[src/rtl/memory_controller_pkg.sv]
`timescale 1ns/1ps
// Shared constants for the memory controller: FSM encoding, access sizes and the UART window base.
package memory_controller_pkg;

  typedef enum logic [1:0] {
    ST_IDLE   = 2'd0,
    ST_IFETCH = 2'd1,
    ST_LREAD  = 2'd2,
    ST_LWRITE = 2'd3
  } state_t;

  typedef enum logic [1:0] {
    SIZE_BYTE = 2'd0,
    SIZE_HALF = 2'd1,
    SIZE_WORD = 2'd2
  } size_t;

  localparam logic [31:0] IO_BASE = 32'h0003_0000;

  // Index of the final byte of an access; unused encoding 3 is treated as a word.
  function automatic logic [2:0] last_index(input logic [1:0] size);
    case (size)
      SIZE_BYTE: last_index = 3'd0;
      SIZE_HALF: last_index = 3'd1;
      default:   last_index = 3'd3;
    endcase
  endfunction

endpackage

[src/rtl/memory_controller_if.sv]
`timescale 1ns/1ps
// Bus bundle between the memory controller, the RAM/UART port, the fetch unit and the LSB.
interface memory_controller_if;
  logic        rdy_in;
  logic        roll_back;
  logic        io_buffer_full;
  logic [7:0]  mem_din;
  logic [7:0]  mem_dout;
  logic [31:0] mem_a;
  logic        mem_wr;
  logic        fetch_start;
  logic [31:0] pc_in;
  logic        finish_fetch;
  logic [31:0] instruction_out;
  logic [31:0] instruction_pc_out;
  logic        is_idle;
  logic        lsb_req;
  logic        lsb_wr;
  logic [31:0] lsb_addr;
  logic [1:0]  lsb_size;
  logic [31:0] lsb_wdata;
  logic        lsb_done;
  logic [31:0] lsb_rdata;

  modport master (
    input  rdy_in, roll_back, io_buffer_full, mem_din,
    input  fetch_start, pc_in,
    input  lsb_req, lsb_wr, lsb_addr, lsb_size, lsb_wdata,
    output mem_dout, mem_a, mem_wr,
    output finish_fetch, instruction_out, instruction_pc_out, is_idle,
    output lsb_done, lsb_rdata
  );

  modport slave (
    output rdy_in, roll_back, io_buffer_full, mem_din,
    output fetch_start, pc_in,
    output lsb_req, lsb_wr, lsb_addr, lsb_size, lsb_wdata,
    input  mem_dout, mem_a, mem_wr,
    input  finish_fetch, instruction_out, instruction_pc_out, is_idle,
    input  lsb_done, lsb_rdata
  );
endinterface

[src/rtl/memory_controller.sv]
`timescale 1ns/1ps
// Arbitrates instruction fetches and LSB loads/stores onto a byte-wide RAM/UART bus,
// serialising multi-byte accesses little-endian at one byte per cycle.
module memory_controller
  import memory_controller_pkg::*;
(
  input  logic clk_in,
  input  logic rst_in,
  memory_controller_if.master bus
);

  state_t      state, state_nxt;
  logic [2:0]  cnt, cnt_inc, last;
  logic [31:0] addr, wdata, acc, word, addr_nxt;
  logic        wr_q, io_stall, at_last;

  assign cnt_inc  = cnt + 3'd1;
  assign at_last  = (cnt == last);
  assign addr_nxt = addr + 32'(cnt_inc);
  assign io_stall = (state == ST_LWRITE) && (addr >= IO_BASE) && bus.io_buffer_full;
  // wr_q marks a pending write byte; the strobe is withheld during a pause or a UART stall.
  assign bus.mem_wr  = wr_q && bus.rdy_in && !io_stall;
  assign bus.is_idle = (state == ST_IDLE);

  always_comb begin
    word = acc;
    word[{cnt, 3'b000} +: 8] = bus.mem_din;
  end

  always_comb begin
    state_nxt = state;
    case (state)
      ST_IDLE: begin
        if (bus.lsb_req)
          state_nxt = bus.lsb_wr ? ST_LWRITE : ST_LREAD;
        else if (bus.fetch_start && !bus.roll_back)
          state_nxt = ST_IFETCH;
      end
      ST_IFETCH: if (bus.roll_back || at_last) state_nxt = ST_IDLE;
      ST_LREAD:  if (at_last) state_nxt = ST_IDLE;
      ST_LWRITE: if (at_last && !io_stall) state_nxt = ST_IDLE;
      default:   state_nxt = ST_IDLE;
    endcase
  end

  always_ff @(posedge clk_in or negedge rst_in) begin
    if (!rst_in)          state <= ST_IDLE;
    else if (bus.rdy_in)  state <= state_nxt;
  end

  always_ff @(posedge clk_in or negedge rst_in) begin
    if (!rst_in) begin
      cnt                    <= '0;
      last                   <= '0;
      addr                   <= '0;
      wdata                  <= '0;
      acc                    <= '0;
      wr_q                   <= 1'b0;
      bus.mem_a              <= '0;
      bus.mem_dout           <= '0;
      bus.finish_fetch       <= 1'b0;
      bus.lsb_done           <= 1'b0;
      bus.instruction_out    <= '0;
      bus.instruction_pc_out <= '0;
      bus.lsb_rdata          <= '0;
    end else if (bus.rdy_in) begin
      bus.finish_fetch <= 1'b0;
      bus.lsb_done     <= 1'b0;
      case (state)
        ST_IDLE: begin
          cnt <= '0;
          acc <= '0;
          if (bus.lsb_req) begin
            addr         <= bus.lsb_addr;
            last         <= last_index(bus.lsb_size);
            wdata        <= bus.lsb_wdata;
            bus.mem_a    <= bus.lsb_addr;
            bus.mem_dout <= bus.lsb_wdata[7:0];
            wr_q         <= bus.lsb_wr;
          end else if (bus.fetch_start && !bus.roll_back) begin
            addr      <= bus.pc_in;
            last      <= 3'd3;
            bus.mem_a <= bus.pc_in;
          end
        end
        ST_IFETCH, ST_LREAD: begin
          // A flushed fetch simply stops; IDLE clears the partial word on the way back in.
          if (!(state == ST_IFETCH && bus.roll_back)) begin
            if (at_last) begin
              if (state == ST_IFETCH) begin
                bus.finish_fetch       <= 1'b1;
                bus.instruction_out    <= word;
                bus.instruction_pc_out <= addr;
              end else begin
                bus.lsb_done  <= 1'b1;
                bus.lsb_rdata <= word;
              end
            end else begin
              acc       <= word;
              cnt       <= cnt_inc;
              bus.mem_a <= addr_nxt;
            end
          end
        end
        ST_LWRITE: begin
          if (!io_stall) begin
            if (at_last) begin
              wr_q         <= 1'b0;
              bus.lsb_done <= 1'b1;
            end else begin
              cnt          <= cnt_inc;
              bus.mem_a    <= addr_nxt;
              bus.mem_dout <= wdata[{cnt_inc, 3'b000} +: 8];
            end
          end
        end
        default: cnt <= '0;
      endcase
    end
  end

endmodule

[src/flat_wrapper.sv]
// flat-port wrapper written by rule: the top's interface ports become plain ports
module memory_controller_flat import memory_controller_pkg::*;
  (clk_in, rst_in, bus_rdy_in, bus_roll_back, bus_io_buffer_full, bus_mem_din, bus_fetch_start, bus_pc_in, bus_lsb_req, bus_lsb_wr, bus_lsb_addr, bus_lsb_size, bus_lsb_wdata, bus_mem_dout, bus_mem_a, bus_mem_wr, bus_finish_fetch, bus_instruction_out, bus_instruction_pc_out, bus_is_idle, bus_lsb_done, bus_lsb_rdata);
  memory_controller_if bus_i ();
  input  logic clk_in;
  input  logic rst_in;
  input wire logic [$bits(bus_i.rdy_in)-1:0] bus_rdy_in;
  input wire logic [$bits(bus_i.roll_back)-1:0] bus_roll_back;
  input wire logic [$bits(bus_i.io_buffer_full)-1:0] bus_io_buffer_full;
  input wire logic [$bits(bus_i.mem_din)-1:0] bus_mem_din;
  input wire logic [$bits(bus_i.fetch_start)-1:0] bus_fetch_start;
  input wire logic [$bits(bus_i.pc_in)-1:0] bus_pc_in;
  input wire logic [$bits(bus_i.lsb_req)-1:0] bus_lsb_req;
  input wire logic [$bits(bus_i.lsb_wr)-1:0] bus_lsb_wr;
  input wire logic [$bits(bus_i.lsb_addr)-1:0] bus_lsb_addr;
  input wire logic [$bits(bus_i.lsb_size)-1:0] bus_lsb_size;
  input wire logic [$bits(bus_i.lsb_wdata)-1:0] bus_lsb_wdata;
  output wire logic [$bits(bus_i.mem_dout)-1:0] bus_mem_dout;
  output wire logic [$bits(bus_i.mem_a)-1:0] bus_mem_a;
  output wire logic [$bits(bus_i.mem_wr)-1:0] bus_mem_wr;
  output wire logic [$bits(bus_i.finish_fetch)-1:0] bus_finish_fetch;
  output wire logic [$bits(bus_i.instruction_out)-1:0] bus_instruction_out;
  output wire logic [$bits(bus_i.instruction_pc_out)-1:0] bus_instruction_pc_out;
  output wire logic [$bits(bus_i.is_idle)-1:0] bus_is_idle;
  output wire logic [$bits(bus_i.lsb_done)-1:0] bus_lsb_done;
  output wire logic [$bits(bus_i.lsb_rdata)-1:0] bus_lsb_rdata;
  assign bus_i.rdy_in = bus_rdy_in;
  assign bus_i.roll_back = bus_roll_back;
  assign bus_i.io_buffer_full = bus_io_buffer_full;
  assign bus_i.mem_din = bus_mem_din;
  assign bus_i.fetch_start = bus_fetch_start;
  assign bus_i.pc_in = bus_pc_in;
  assign bus_i.lsb_req = bus_lsb_req;
  assign bus_i.lsb_wr = bus_lsb_wr;
  assign bus_i.lsb_addr = bus_lsb_addr;
  assign bus_i.lsb_size = bus_lsb_size;
  assign bus_i.lsb_wdata = bus_lsb_wdata;
  assign bus_mem_dout = bus_i.mem_dout;
  assign bus_mem_a = bus_i.mem_a;
  assign bus_mem_wr = bus_i.mem_wr;
  assign bus_finish_fetch = bus_i.finish_fetch;
  assign bus_instruction_out = bus_i.instruction_out;
  assign bus_instruction_pc_out = bus_i.instruction_pc_out;
  assign bus_is_idle = bus_i.is_idle;
  assign bus_lsb_done = bus_i.lsb_done;
  assign bus_lsb_rdata = bus_i.lsb_rdata;
  memory_controller u_core (.clk_in(clk_in), .rst_in(rst_in), .bus(bus_i));
endmodule
[config.mk]
export PLATFORM = sky130hd
export DESIGN_NAME = memory_controller_flat
export DESIGN_NICKNAME = d
export VERILOG_FILES = /design/src/rtl/memory_controller_pkg.sv /design/src/rtl/memory_controller_if.sv /design/src/rtl/memory_controller.sv /design/src/flat_wrapper.sv
export SDC_FILE = /design/constraint.sdc
export NUM_CORES = 1
export LEC_CHECK = 0
export ABC_AREA = 1
export CORE_ASPECT_RATIO = 0.7
export CORE_MARGIN = 5
export CORE_UTILIZATION = 50
export DETAILED_ROUTE_END_ITERATION = 6
export PLACE_DENSITY = 0.85
export SYNTH_ARGS = -nofsm -noshare
export SYNTH_HDL_FRONTEND = slang
export SYNTH_SLANG_ARGS = --single-unit
[constraint.sdc]
create_clock -name clk_in -period 3.3 [get_ports clk_in]
set_clock_uncertainty 0.05 [all_clocks]
set_input_delay 0.66 -clock clk_in [delete_from_list [all_inputs] [get_ports clk_in]]
set_output_delay 0.66 -clock clk_in [all_outputs]
set_load 0.01 [all_outputs]
==> results.sh, run 1 <==
export IMPL_grt_overall_usage_pct=27.7
export IMPL_max_stage_delay_ns=0.61
export IMPL_wl_per_cell_microns=18.2
export IMPL_clkLatencyLatePin_ns=0.53
export IMPL_initial_core_util_pct=50.4
export IMPL_layout_common_cells="sky130_fd_sc_hd__nand2_1 (616), sky130_fd_sc_hd__clkdlybuf4s50_1 (252), sky130_fd_sc_hd__dfrtp_1 (242)"
export IMPL_via_count_of_the_first_global_routing_pass=11024
export IMPL_grt_start_max_net_pins=86
export IMPL_seq_area_frac_synth_pct=51.3
export IMPL_stdcell_area_sq_mm=0.0154
export IMPL_fraction_of_final_layout_cells_sized_beyond_drive_strength_1_pct=5.39
export IMPL_grt_pass1_wl_mm=60.6
export IMPL_total_leakage_power_nw=7.23
export IMPL_cts_buffer_depth=3
export IMPL_grt_met3_usage_pct=7.20
export IMPL_timing_critical_path_arrival_ns=2.46
export IMPL_power_density_mw_per_mm2=848
export IMPL_route_detailed_vias_per_inst=5.43
export IMPL_n_antenna_cell=0
export IMPL_dpl_instance_area_sq_mm=0.0146
export IMPL_cts_htree_levels=1
export IMPL_postCtsResizedCells=0
export IMPL_dr_pass1_iters=6
export IMPL_setup_viol_count_final=0
export IMPL_hold_path_depth=2
export IMPL_drt_drc_violations_left=0
export IMPL_highest_clock_frequency_the_design_can_meet_ghz=0.315
export IMPL_grt_setup_unrepaired="false"
export IMPL_power_switching_mw=5.34
export IMPL_mappedNetlistNets=1654
export IMPL_reg2regPathDepth=7
export IMPL_grt_use_met2_pct=38.9
export IMPL_crit_family="simple AND/OR/NAND/NOR gates"
export IMPL_max_slew_margin_rel_pct=48.4
export IMPL_netlist_cell_type_count=35
export IMPL_p_int_mw=7.76
export IMPL_critPathLaunchType="flop"
export IMPL_cp_data_required_time_ns=2.59
export IMPL_place_hpwl_mm=28.4
export IMPL_regToRegStartpoint="u_core.cnt[0]$_DFFE_PN0P_"
export IMPL_route_vias_total=11384
export IMPL_power_share_combinational_pct=42.1
export IMPL_syn_mean_instance_area_sq_um=7.74
export IMPL_synth_cells=1525
export IMPL_path_common_cell="sky130_fd_sc_hd__nand2_1"
export IMPL_ys_seq_elements=242
export IMPL_crit_chain="nand2_1 > nand2_1 > nor2_1 > nand2_1 > nand2_2 > inv_1 > nor2_1 > clkdlybuf4s50_1"
export IMPL_endpoint_kind="output pin"
export IMPL_start_point_of_the_worst_min_delay_path="u_core.wdata[11]$_DFFE_PN0P_"
export IMPL_netSwitchingFraction_pct=40.8
export IMPL_crit_path_kind="reg2out"
export IMPL_numCtsBuffers=25
export IMPL_yosysWarnings=0
export IMPL_floorplan_io_pins=254
export IMPL_antenna_violations_before_repair=1
export IMPL_worst_ir_drop_vdd_mv=0.405
export IMPL_drv_max_cap_violation_count=0
export IMPL_clock_power_share_pct=21.5
export IMPL_nNetsFinal=1891
export IMPL_die_area_sq_mm=0.0268
export IMPL_hold_viol=0
export IMPL_fin_crit_sh_pct=96.1
export IMPL_routabilityCongestion=0.954
export IMPL_clkSinkCount=242
export IMPL_timing_critical_path_buf_inv=2
export IMPL_hold_class="reg2reg"
export IMPL_status="completed"
export IMPL_area_growth_pct=30.9
export IMPL_final_period_minus_worst_setup_slack_ns=3.17
export IMPL_cts_tree="yes"
export IMPL_detailed_router_s_first_iteration_violation_count=1105
export IMPL_totalNegativeSetupSlack_ns=0
export IMPL_reg_to_reg_end="u_core.acc[7]$_DFFE_PN0P_"
export IMPL_drt_wl_total_mm=38.2
export IMPL_clk_root_buffer_cell="sky130_fd_sc_hd__clkbuf_16"
export IMPL_grt_met1_usage_pct=43.9
export IMPL_worstHoldEndpoint="u_core.wdata[11]$_DFFE_PN0P_"
export IMPL_slew_viol_final=0
export IMPL_die_h_microns=139
export IMPL_grt_busiest_layer="met1"
export IMPL_globalRoute_totalOverflow=0
export IMPL_detail_route_antenna_nets=0
export IMPL_synthesis_area_sq_mm=0.0118
export IMPL_fp_row_count=47
export IMPL_port_buffers=253
export IMPL_setup_reg_to_reg_worst_slack_ns=0.47
export IMPL_worst_slew_pin_transition_ns=0.774
export IMPL_chipWidth_microns=194
export IMPL_final_common_cell="sky130_fd_sc_hd__nand2_1"
export IMPL_worst_path_max_fanout=5
export IMPL_design_core_area_sq_mm=0.0234
export IMPL_pwr_share_seq_pct=36.4
export IMPL_cell_with_the_largest_stage_delay_on_the_worst_path="sky130_fd_sc_hd__clkdlybuf4s50_1"
export IMPL_clkTransAtPathRegs_ns=0.06
-- cell type report --
cell class / instances / area, sq um
clock buffers: 38 / 754
well taps: 318 / 398
inverters: 100 / 378
fillers: 1967 / 7960
multi-input cells: 1116 / 5020
repair buffers: 277 / 2770
clock inverters: 7 / 68.8
flip-flops and latches: 242 / 6060
-- worst max-delay path by stage --
stage	from	to	slack (ns)	depth (start not counted)
finish	u_core.addr[16]$_DFFE_PN0P_	bus_mem_wr	0.13	8
global placement	bus_rdy_in	bus_mem_wr	0.43	4
floorplan	u_core.cnt[0]$_DFFE_PN0P_	u_core.bus.mem_a[24]$_DFFE_PN0P_	0.81	13
detailed placement	bus_rdy_in	bus_mem_wr	0.44	4
global route	u_core.addr[16]$_DFFE_PN0P_	bus_mem_wr	0.06	8
CTS	u_core.addr[16]$_DFFE_PN0P_	bus_mem_wr	0.19	8
-- kinds of logic (layout without fill, tap and decap cells) --
group | after synthesis | after routing | synth area share [%]
compound gates | 264 | 264 | 12.4
xor+xnor | 4 | 4 | 0.297
fa+ha+maj | 15 | 15 | 1.65
buf+inv | 167 | 422 | 6.20
flops | 242 | 242 | 51.3
mux | 3 | 3 | 0.255
simple gates | 830 | 830 | 27.9
-- through the flow --
stage / hold WS [ns] / setup slack (ns) / total power, mW / instances / utilization, %
4_1_cts: 0.419 / 0.192 / 13.1 / 2098 / 66.0
6_report: 0.414 / 0.129 / 13.1 / 2098 / 66.0
3_3_place_gp: 0.402 / 0.426 / 10.0 / 2052 / 62.4
5_1_grt: 0.443 / 0.0628 / 13.9 / 2098 / 66.0
3_5_place_dp: 0.405 / 0.442 / 10.2 / 2052 / 62.4
2_1_floorplan: 0.314 / 0.812 / 7.62 / 1525 / -
-- cells in the mapped netlist --
cell                       instances  area (sq um)
sky130_fd_sc_hd__a21oi_1          13          65.1
sky130_fd_sc_hd__a22o_1            2          17.5
sky130_fd_sc_hd__a22oi_1          17           128
sky130_fd_sc_hd__a31oi_1          17           106
sky130_fd_sc_hd__buf_1             2          7.51
sky130_fd_sc_hd__buf_2            19          95.1
sky130_fd_sc_hd__buf_4             1          7.51
sky130_fd_sc_hd__buf_6            10           113
sky130_fd_sc_hd__clkbuf_1         35           131
sky130_fd_sc_hd__clkinv_1          1          3.75
sky130_fd_sc_hd__dfrtp_1         242          6060
sky130_fd_sc_hd__fa_1              1          20.0
sky130_fd_sc_hd__ha_1             14           175
sky130_fd_sc_hd__inv_1            95           357
sky130_fd_sc_hd__inv_2             3          11.3
sky130_fd_sc_hd__inv_4             1          6.26
sky130_fd_sc_hd__mux2i_1           3          30.0
sky130_fd_sc_hd__nand2_1         616          2310
sky130_fd_sc_hd__nand2_2           4          25.0
sky130_fd_sc_hd__nand3_1          81           405
sky130_fd_sc_hd__nand4_1           3          18.8
sky130_fd_sc_hd__nand4_4           1          21.3
sky130_fd_sc_hd__nor2_1          117           439
sky130_fd_sc_hd__nor2_2            3          18.8
sky130_fd_sc_hd__nor2_4            2          22.5
sky130_fd_sc_hd__nor3_2            1          10.0
sky130_fd_sc_hd__nor3b_1           2          15.0
sky130_fd_sc_hd__o21ai_0         138           691
sky130_fd_sc_hd__o21ai_1          59           295
sky130_fd_sc_hd__o21ai_2          15           131
sky130_fd_sc_hd__o21bai_1          1          7.51
sky130_fd_sc_hd__o22a_1            1          8.76
sky130_fd_sc_hd__o32a_1            1          10.0
sky130_fd_sc_hd__xnor2_1           1          8.76
sky130_fd_sc_hd__xor2_1            3          26.3
-- power groups by stage --
stage | Clock [mW] | Combinational [mW] | Sequential [mW]
final | 2.82 | 5.51 | 4.76
after global routing | 2.98 | 6.07 | 4.86
after CTS | 2.85 | 5.48 | 4.73
after detailed placement | 0 | 5.43 | 4.75
after global placement | 0 | 5.28 | 4.74
after floorplan | 0 | 2.86 | 4.76
-- flip-flops by register name (all words and copies together) (netlist names), 2 cells and up --
register,flops
u_core.acc,32
u_core.addr,32
u_core.bus.instruction_out,32
u_core.bus.instruction_pc_out,32
u_core.bus.lsb_rdata,32
u_core.bus.mem_a,32
u_core.wdata,32
u_core.bus.mem_dout,8
u_core.cnt,3
u_core.last,2
u_core.state,2
-- worst reg2reg max path: stages, from the launching register on --
cell and delay, ns:
sky130_fd_sc_hd__dfrtp_1 0.42, sky130_fd_sc_hd__inv_2 0.29, sky130_fd_sc_hd__ha_1 0.34, sky130_fd_sc_hd__buf_4 0.23, sky130_fd_sc_hd__nor3b_1 0.32, sky130_fd_sc_hd__nand2_1 0.34
sky130_fd_sc_hd__o21ai_0 0.54, sky130_fd_sc_hd__a22o_1 0.23
-- layer usage --
metal | wire [microns] | up-vias | part of all wire (%)
met3 | 4140 | 46 | 11
met5 | 13 | - | 0.034
li1 | - | 5355 | -
met4 | 552 | 2 | 1.4
met2 | 15600 | 592 | 41
met1 | 17900 | 5389 | 47
-- timing repair --
| action | 4_1_cts | 5_1_grt |
|---|---|---|
| buffers inserted | 0 | 0 |
| hold endpoints to repair | 42 | 0 |
| hold buffers | 1 | 0 |
No activity file was read; power rests on OpenSTA's default activity.
==> inputs of run 2 (changes only) <==
--- a/config.mk
+++ b/config.mk
@@ -7,9 +7,10 @@
 export LEC_CHECK = 0
 export ABC_AREA = 1
 export CORE_ASPECT_RATIO = 0.7
-export CORE_MARGIN = 5
+export CORE_MARGIN = 3
 export CORE_UTILIZATION = 50
 export DETAILED_ROUTE_END_ITERATION = 6
+export GPL_ROUTABILITY_DRIVEN = 0
 export PLACE_DENSITY = 0.85
 export SYNTH_ARGS = -nofsm -noshare
 export SYNTH_HDL_FRONTEND = slang
==> constraint.sdc (replaced) <==
create_clock -name clk_in -period 3.3 [get_ports clk_in]
set_clock_uncertainty 0.05 [all_clocks]
set_input_delay 0.66 -clock clk_in [delete_from_list [all_inputs] [get_ports clk_in]]
set_output_delay 0.66 -clock clk_in [all_outputs]
set_load 0.05 [all_outputs]
==> run 2 against run 1 <==
Effect of this change: critical path type unchanged; critical endpoint unchanged; wire length decreased by 3.1%; total power increased by 15%; highest routed layer unchanged; die area is 4.9% lower; global-route usage increased by 1.0 points; combinational power grew 28%.
==> results.sh, run 2 (synthesis results as in run 1) <==
export IMPL_grt_overall_usage_pct=28.8
export IMPL_via_count_of_the_first_global_routing_pass=10866
export IMPL_clk_root_buffer_cell="sky130_fd_sc_hd__clkbuf_16"
export IMPL_route_detailed_vias_per_inst=5.48
export IMPL_layout_common_cells="sky130_fd_sc_hd__nand2_1 (616), sky130_fd_sc_hd__clkdlybuf4s50_1 (250), sky130_fd_sc_hd__dfrtp_1 (242)"
export IMPL_reg_to_reg_end="u_core.acc[26]$_DFFE_PN0P_"
export IMPL_clkLatencyLatePin_ns=0.53
export IMPL_dr_pass1_iters=5
export IMPL_max_slew_margin_rel_pct=51.7
export IMPL_fin_crit_sh_pct=91.4
export IMPL_drt_drc_violations_left=0
export IMPL_drv_max_cap_violation_count=0
export IMPL_critPathLaunchType="flop"
export IMPL_met3_wirelength_mm=5.11
export IMPL_setup_reg_to_reg_worst_slack_ns=0.53
export IMPL_regToRegStartpoint="u_core.cnt[1]$_DFFE_PN0P_"
export IMPL_grt_setup_unrepaired="false"
export IMPL_slew_viol_final=0
export IMPL_hold_buffers=0
export IMPL_place_hpwl_mm=27.6
export IMPL_maxUsedRoutingLayer="met5"
export IMPL_area_growth_pct=31.9
export IMPL_total_leakage_power_nw=7.29
export IMPL_fp_row_count=46
export IMPL_cp_data_required_time_ns=2.59
export IMPL_grt_pass1_wl_mm=58.4
export IMPL_fraction_of_final_layout_cells_sized_beyond_drive_strength_1_pct=5.84
export IMPL_floorplan_io_pins=254
export IMPL_stdcell_area_sq_mm=0.0156
export IMPL_drt_wl_total_mm=37.0
export IMPL_timing_critical_path_arrival_ns=2.31
export IMPL_fillerInstances=1874
export IMPL_highest_clock_frequency_the_design_can_meet_ghz=0.332
export IMPL_numCtsBuffers=26
export IMPL_die_h_microns=135
export IMPL_detailed_router_s_first_iteration_violation_count=1303
export IMPL_die_area_sq_mm=0.0255
export IMPL_detail_route_antenna_nets=0
export IMPL_worst_ir_drop_vdd_mv=0.584
export IMPL_port_buffers=253
export IMPL_final_period_minus_worst_setup_slack_ns=3.02
export IMPL_met2WireLength_mm=15.2
export IMPL_wl_met1_mm=16.1
export IMPL_reg2regPathDepth=7
export IMPL_grt_start_max_net_pins=85
export IMPL_clkSinkCount=242
export IMPL_antenna_violations_before_repair=1
export IMPL_globalRoute_totalOverflow=0
export IMPL_power_mw=15.1
export IMPL_initial_core_util_pct=51.5
export IMPL_wl_per_cell_microns=17.7
export IMPL_endpoint_kind="output pin"
export IMPL_setup_viol_count_final=0
export IMPL_hold_class="in2async"
export IMPL_clkTransAtPathRegs_ns=0.06
export IMPL_design_core_area_sq_mm=0.0229
export IMPL_worst_path_max_fanout=11
export IMPL_cts_buffer_depth=3
export IMPL_totalNegativeSetupSlack_ns=0
export IMPL_postCtsResizedCells=0
export IMPL_cts_htree_levels=1
export IMPL_worst_slew_pin_transition_ns=0.722
export IMPL_status="completed"
export IMPL_n_antenna_cell=0
export IMPL_final_common_cell="sky130_fd_sc_hd__nand2_1"
export IMPL_chipWidth_microns=190
export IMPL_cts_tree="yes"
export IMPL_dpl_instance_area_sq_mm=0.0146
export IMPL_nNetsFinal=1890
export IMPL_power_density_mw_per_mm2=968
export IMPL_crit_path_kind="reg2out"
export IMPL_cts_repair_timing_setup_buffer_count=0
export IMPL_route_vias_total=11463
export IMPL_hold_viol=0
-- run 2: cell types whose count changed in the layout (fill, tap and decap cells not counted), sizes merged --
cell	previous run	this run
clkbuf	38	33
dlygate4sd3	1	0
clkinv	4	7
buf	24	25
inv	100	101
clkdlybuf4s50	252	250
bufinv	1	5
-- run 2: final cells by class --
class | instances | area (sq um) | share of cell area (%)
Sequential cell | 242 | 6060 | 38.9
Multi-Input combinational cell | 1116 | 5020 | 32.3
Timing Repair Buffer | 275 | 2750 | 17.7
Clock inverter | 15 | 224 | 1.44
Inverter | 100 | 378 | 2.43
Clock buffer | 33 | 748 | 4.81
Tap cell | 312 | 390 | 2.51
-- run 2: per-stage QoR --
stage | hold WS (ns) | util, % | setup WS, ns | instances
after floorplan | 0.314 | - | 0.812 | 1525
after global placement | 0.403 | 63.7 | 0.629 | 2045
after detailed placement | 0.412 | 63.7 | 0.555 | 2045
after CTS | 0.0931 | 67.9 | 0.382 | 2093
after global routing | 0.113 | 67.9 | 0.203 | 2093
final | 0.0712 | 67.9 | 0.285 | 2093
-- run 2: worst max path at each step --
stage                                                       endpoint  slack [ns]                        start  cells after the start
after floorplan                     u_core.bus.mem_a[24]$_DFFE_PN0P_        0.81    u_core.cnt[0]$_DFFE_PN0P_                     13
after global placement    u_core.bus.instruction_out[14]$_DFFE_PN0P_        0.63                   bus_rdy_in                      5
after detailed placement  u_core.bus.instruction_out[14]$_DFFE_PN0P_        0.56                   bus_rdy_in                      5
after CTS                                                 bus_mem_wr        0.38  u_core.addr[16]$_DFFE_PN0P_                      8
after global routing                                      bus_mem_wr        0.20  u_core.addr[16]$_DFFE_PN0P_                      8
final                                                     bus_mem_wr        0.28  u_core.addr[16]$_DFFE_PN0P_                      8
-- run 2: layer usage --
layer | up-vias | track usage, %
met3 | 53 | 10.6
met5 | - | 0
met4 | 2 | 5.58
met2 | 663 | 40.8
li1 | 5360 | -
met1 | 5385 | 42.6
-- run 2: report_power, final --
group          switching, mW  internal (mW)  total, mW
logic                   4.92           2.15       7.07
clock network           1.25           2.01       3.26
registers              0.803           3.94       4.74
total                   6.98           8.10       15.1
-- run 2: worst max-delay path, cell delays in order (launching register included) --
cell	delay [ns]
sky130_fd_sc_hd__dfrtp_1	0.46
sky130_fd_sc_hd__nand2_1	0.19
sky130_fd_sc_hd__nand2_1	0.07
sky130_fd_sc_hd__nor2_1	0.12
sky130_fd_sc_hd__nand2_1	0.16
sky130_fd_sc_hd__nand2_2	0.14
sky130_fd_sc_hd__inv_1	0.17
sky130_fd_sc_hd__nor2_1	0.27
sky130_fd_sc_hd__buf_12	0.18
==> inputs of run 3 (changes only) <==
--- a/config.mk
+++ b/config.mk
@@ -5,13 +5,13 @@
 export SDC_FILE = /design/constraint.sdc
 export NUM_CORES = 1
 export LEC_CHECK = 0
-export ABC_AREA = 1
 export CORE_ASPECT_RATIO = 0.7
 export CORE_MARGIN = 3
 export CORE_UTILIZATION = 50
 export DETAILED_ROUTE_END_ITERATION = 6
 export GPL_ROUTABILITY_DRIVEN = 0
-export PLACE_DENSITY = 0.85
+export PLACE_DENSITY = 0.86
+export SLEW_MARGIN = 10
 export SYNTH_ARGS = -nofsm -noshare
 export SYNTH_HDL_FRONTEND = slang
 export SYNTH_SLANG_ARGS = --single-unit
==> run 3 against run 2 <==
Effect of this change: utilization grew 0.37 points; wire length fell by 17%; synthesized cell count shrank 31%; maximum frequency fell by 0.37%; combinational power up 16%; setup slack lost 0.011 ns; sequential cell count did not move; critical path depth rose by 1; sequential power up 10%; first-iteration DRC count decreased by 42%; cell area is 4.1% lower; largest cell class unchanged; largest power group unchanged.
==> results.sh, run 3 <==
export IMPL_status="completed"
export IMPL_drt_drc_violations_left=0
export IMPL_regToRegStartpoint="u_core.cnt[1]$_DFFE_PN0P_"
export IMPL_n_antenna_cell=0
export IMPL_layout_common_cells="sky130_fd_sc_hd__clkdlybuf4s50_1 (249), sky130_fd_sc_hd__dfrtp_1 (242), sky130_fd_sc_hd__nand2_1 (120)"
export IMPL_via_count_of_the_first_global_routing_pass=8984
export IMPL_hold_class="in2async"
export IMPL_cts_tree="yes"
export IMPL_final_util_pct=68.3
export IMPL_synthesis_area_sq_mm=0.0112
export IMPL_die_h_microns=131
export IMPL_synth_compound_area_share_pct=14.5
export IMPL_cts_repair_timing_setup_buffer_count=0
export IMPL_design_core_area_sq_mm=0.0218
export IMPL_post_synth_top_area_fraction_pct=54.1
export IMPL_die_area_sq_mm=0.0242
export IMPL_route_detailed_vias_per_inst=5.73
export IMPL_fin_crit_sh_pct=91.7
export IMPL_fraction_of_final_layout_cells_sized_beyond_drive_strength_1_pct=12.4
export IMPL_port_buffers=253
export IMPL_post_synth_top_count_cell="sky130_fd_sc_hd__dfrtp_1"
export IMPL_final_common_cell="sky130_fd_sc_hd__clkdlybuf4s50_1"
export IMPL_hold_buffers=0
export IMPL_area_growth_pct=33.4
export IMPL_dr_pass1_iters=6
export IMPL_totalNegativeSetupSlack_ns=0
export IMPL_multi_input_gate_area_sq_mm=0.00476
export IMPL_detail_route_antenna_nets=0
export IMPL_netlist_cell_type_count=59
export IMPL_slew_viol_final=0
export IMPL_grt_setup_unrepaired="false"
export IMPL_worst_slew_pin_transition_ns=0.844
export IMPL_detailed_router_s_first_iteration_violation_count=757
export IMPL_hold_viol=0
export IMPL_power_density_mw_per_mm2=1100
export IMPL_cts_htree_levels=1
export IMPL_place_hpwl_mm=22.3
export IMPL_clkTransAtPathRegs_ns=0.07
export IMPL_clkSinkCount=242
export IMPL_final_instance_count_excl_fill=1593
export IMPL_yosysWarnings=0
export IMPL_synth_simple_area_share_pct=12.1
export IMPL_floorplan_io_pins=254
export IMPL_postCtsResizedCells=0
export IMPL_synth_top_cells_by_count="sky130_fd_sc_hd__dfrtp_1 (242), sky130_fd_sc_hd__nand2_1 (120), sky130_fd_sc_hd__nor2_1 (91), sky130_fd_sc_hd__o21ai_0 (88), sky130_fd_sc_hd__a21oi_1 (82)"
export IMPL_highest_clock_frequency_the_design_can_meet_ghz=0.330
export IMPL_worst_path_max_fanout=7
export IMPL_globalRoute_totalOverflow=0
export IMPL_critical_path_startpoint="u_core.cnt[1]$_DFFE_PN0P_"
export IMPL_crit_path_kind="reg2reg"
export IMPL_critPathLaunchType="flop"
export IMPL_setup_viol_count_final=0
export IMPL_grt_start_max_net_pins=86
export IMPL_fp_row_count=45
export IMPL_synth_adder_area_share_pct=1.74
export IMPL_wl_per_cell_microns=19.4
export IMPL_synth_area_leaders="sky130_fd_sc_hd__dfrtp_1 (54%), sky130_fd_sc_hd__mux2_2 (6.6%), sky130_fd_sc_hd__mux2i_1 (4.2%), sky130_fd_sc_hd__nand2_1 (4.0%), sky130_fd_sc_hd__o21ai_0 (3.9%)"
export IMPL_drv_max_cap_violation_count=0
export IMPL_synth_cells=1058
export IMPL_reg_to_reg_end="u_core.bus.mem_a[22]$_DFFE_PN0P_"
export IMPL_post_synth_mux_area_share_pct=12.5
export IMPL_power_mw=16.4
export IMPL_fillerInstances=1618
export IMPL_dp_cells=1549
export IMPL_grt_pass1_wl_mm=49.3
export IMPL_seq_area_sq_mm=0.00606
export IMPL_worst_ir_drop_vdd_mv=0.608
export IMPL_holdWs_ns=0.0905
export IMPL_chipWidth_microns=185
export IMPL_drt_wl_total_mm=30.8
export IMPL_synth_top_family_by_area="compound AO/OA/AOI/OAI gates"
export IMPL_route_vias_total=9125
export IMPL_asyncSetResetFlopFracSynth_pct=100
export IMPL_timing_critical_path_arrival_ns=3.37
export IMPL_syn_mean_instance_area_sq_um=10.6
export IMPL_reg2regPathDepth=9
export IMPL_synth_xor_area_share_pct=1.64
export IMPL_cts_buffer_depth=3
export IMPL_initial_core_util_pct=51.2
export IMPL_numCtsBuffers=24
export IMPL_netlist_top_cell_by_area="sky130_fd_sc_hd__dfrtp_1"
export IMPL_nNetsFinal=1422
export IMPL_synth_enable_flop_cells=0
export IMPL_seq_area_frac_synth_pct=54.1
export IMPL_synth_main_ff_cell="sky130_fd_sc_hd__dfrtp_1"
export IMPL_max_slew_margin_rel_pct=43.2
export IMPL_mappedNetlistNets=1187
export IMPL_clk_root_buffer_cell="sky130_fd_sc_hd__clkbuf_16"
export IMPL_cp_data_required_time_ns=3.65
export IMPL_clkLatencyLatePin_ns=0.52
export IMPL_ys_seq_elements=242
export IMPL_grt_overall_usage_pct=25.2
export IMPL_final_period_minus_worst_setup_slack_ns=3.03
export IMPL_total_leakage_power_nw=6.46
export IMPL_setup_reg_to_reg_worst_slack_ns=0.27
export IMPL_antenna_violations_before_repair=0
export IMPL_endpoint_kind="flop"
==> run 3: cell count changes after synthesis, moves of 44 or more <==
cell	previous run	this run
sky130_fd_sc_hd__nand2_1	616	120
sky130_fd_sc_hd__o21ai_1	59	12
sky130_fd_sc_hd__o21ai_0	138	88
sky130_fd_sc_hd__a21oi_1	13	82
sky130_fd_sc_hd__inv_1	95	20
sky130_fd_sc_hd__nand3_1	81	17
sky130_fd_sc_hd__mux2_2	0	66
sky130_fd_sc_hd__mux2i_1	3	47
==> run 3: area by class of cell <==
type	count	area share [%]
multi-input combinational	722	31.9
clock inverter	14	1.38
timing repair buffer	282	18.7
inverter	21	0.528
sequential	242	40.6
clock buffer	30	4.52
tap	282	2.36
==> run 3: worst max-delay path by stage <==
stage | end | cells after the start
final | u_core.bus.mem_a[22]$_DFFE_PN0P_ | 9
after CTS | u_core.bus.mem_a[22]$_DFFE_PN0P_ | 9
after floorplan | u_core.bus.mem_a[22]$_DFFE_PN0P_ | 11
after global placement | u_core.bus.mem_a[22]$_DFFE_PN0P_ | 9
after detailed placement | u_core.bus.mem_a[22]$_DFFE_PN0P_ | 9
after global routing | u_core.bus.mem_a[22]$_DFFE_PN0P_ | 9
==> run 3: kinds of logic (layout without fill, tap and decap cells) <==
kind of cell / count (synthesis) / count (layout)
flops: 242 / 242
compound gates: 270 / 270
mux: 121 / 121
fa+ha+maj: 15 / 15
xor+xnor: 21 / 21
buf+inv: 94 / 347
simple gates: 295 / 295
==> run 3: per-layer routing <==
layer / vias up / track usage, % / part of all wire, %
li1: 4221 / - / -
met1: 4477 / 37.5 / 45
met2: 383 / 39.0 / 45
met3: 44 / 4.84 / 7.8
met4: 0 / 4.91 / 1.9
met5: - / 0 / 0
==> run 3: stage by stage <==
stage / worst slack, ns / cell area, sq um
after floorplan: 0.209 / 11200
after global placement: 0.405 / 14000
after detailed placement: 0.311 / 14000
after CTS: 0.291 / 14900
after global routing: 0.0852 / 14900
final: 0.273 / 14900
==> run 3: power by group <==
part	internal, mW	switching (mW)	total [mW]
logic	2.98	5.20	8.18
clock network	1.85	1.19	3.03
registers	4.17	1.05	5.23
==> run 3: critical path: stages, from the launching register on <==
cell and delay [ns]:
sky130_fd_sc_hd__dfrtp_1 0.45, sky130_fd_sc_hd__ha_1 0.22, sky130_fd_sc_hd__xnor2_1 0.21, sky130_fd_sc_hd__inv_1 0.08, sky130_fd_sc_hd__ha_1 0.38, sky130_fd_sc_hd__a21oi_1 0.14, sky130_fd_sc_hd__or4_1 0.70, sky130_fd_sc_hd__o31a_1 0.36
sky130_fd_sc_hd__o31ai_1 0.23, sky130_fd_sc_hd__o21ai_1 0.09
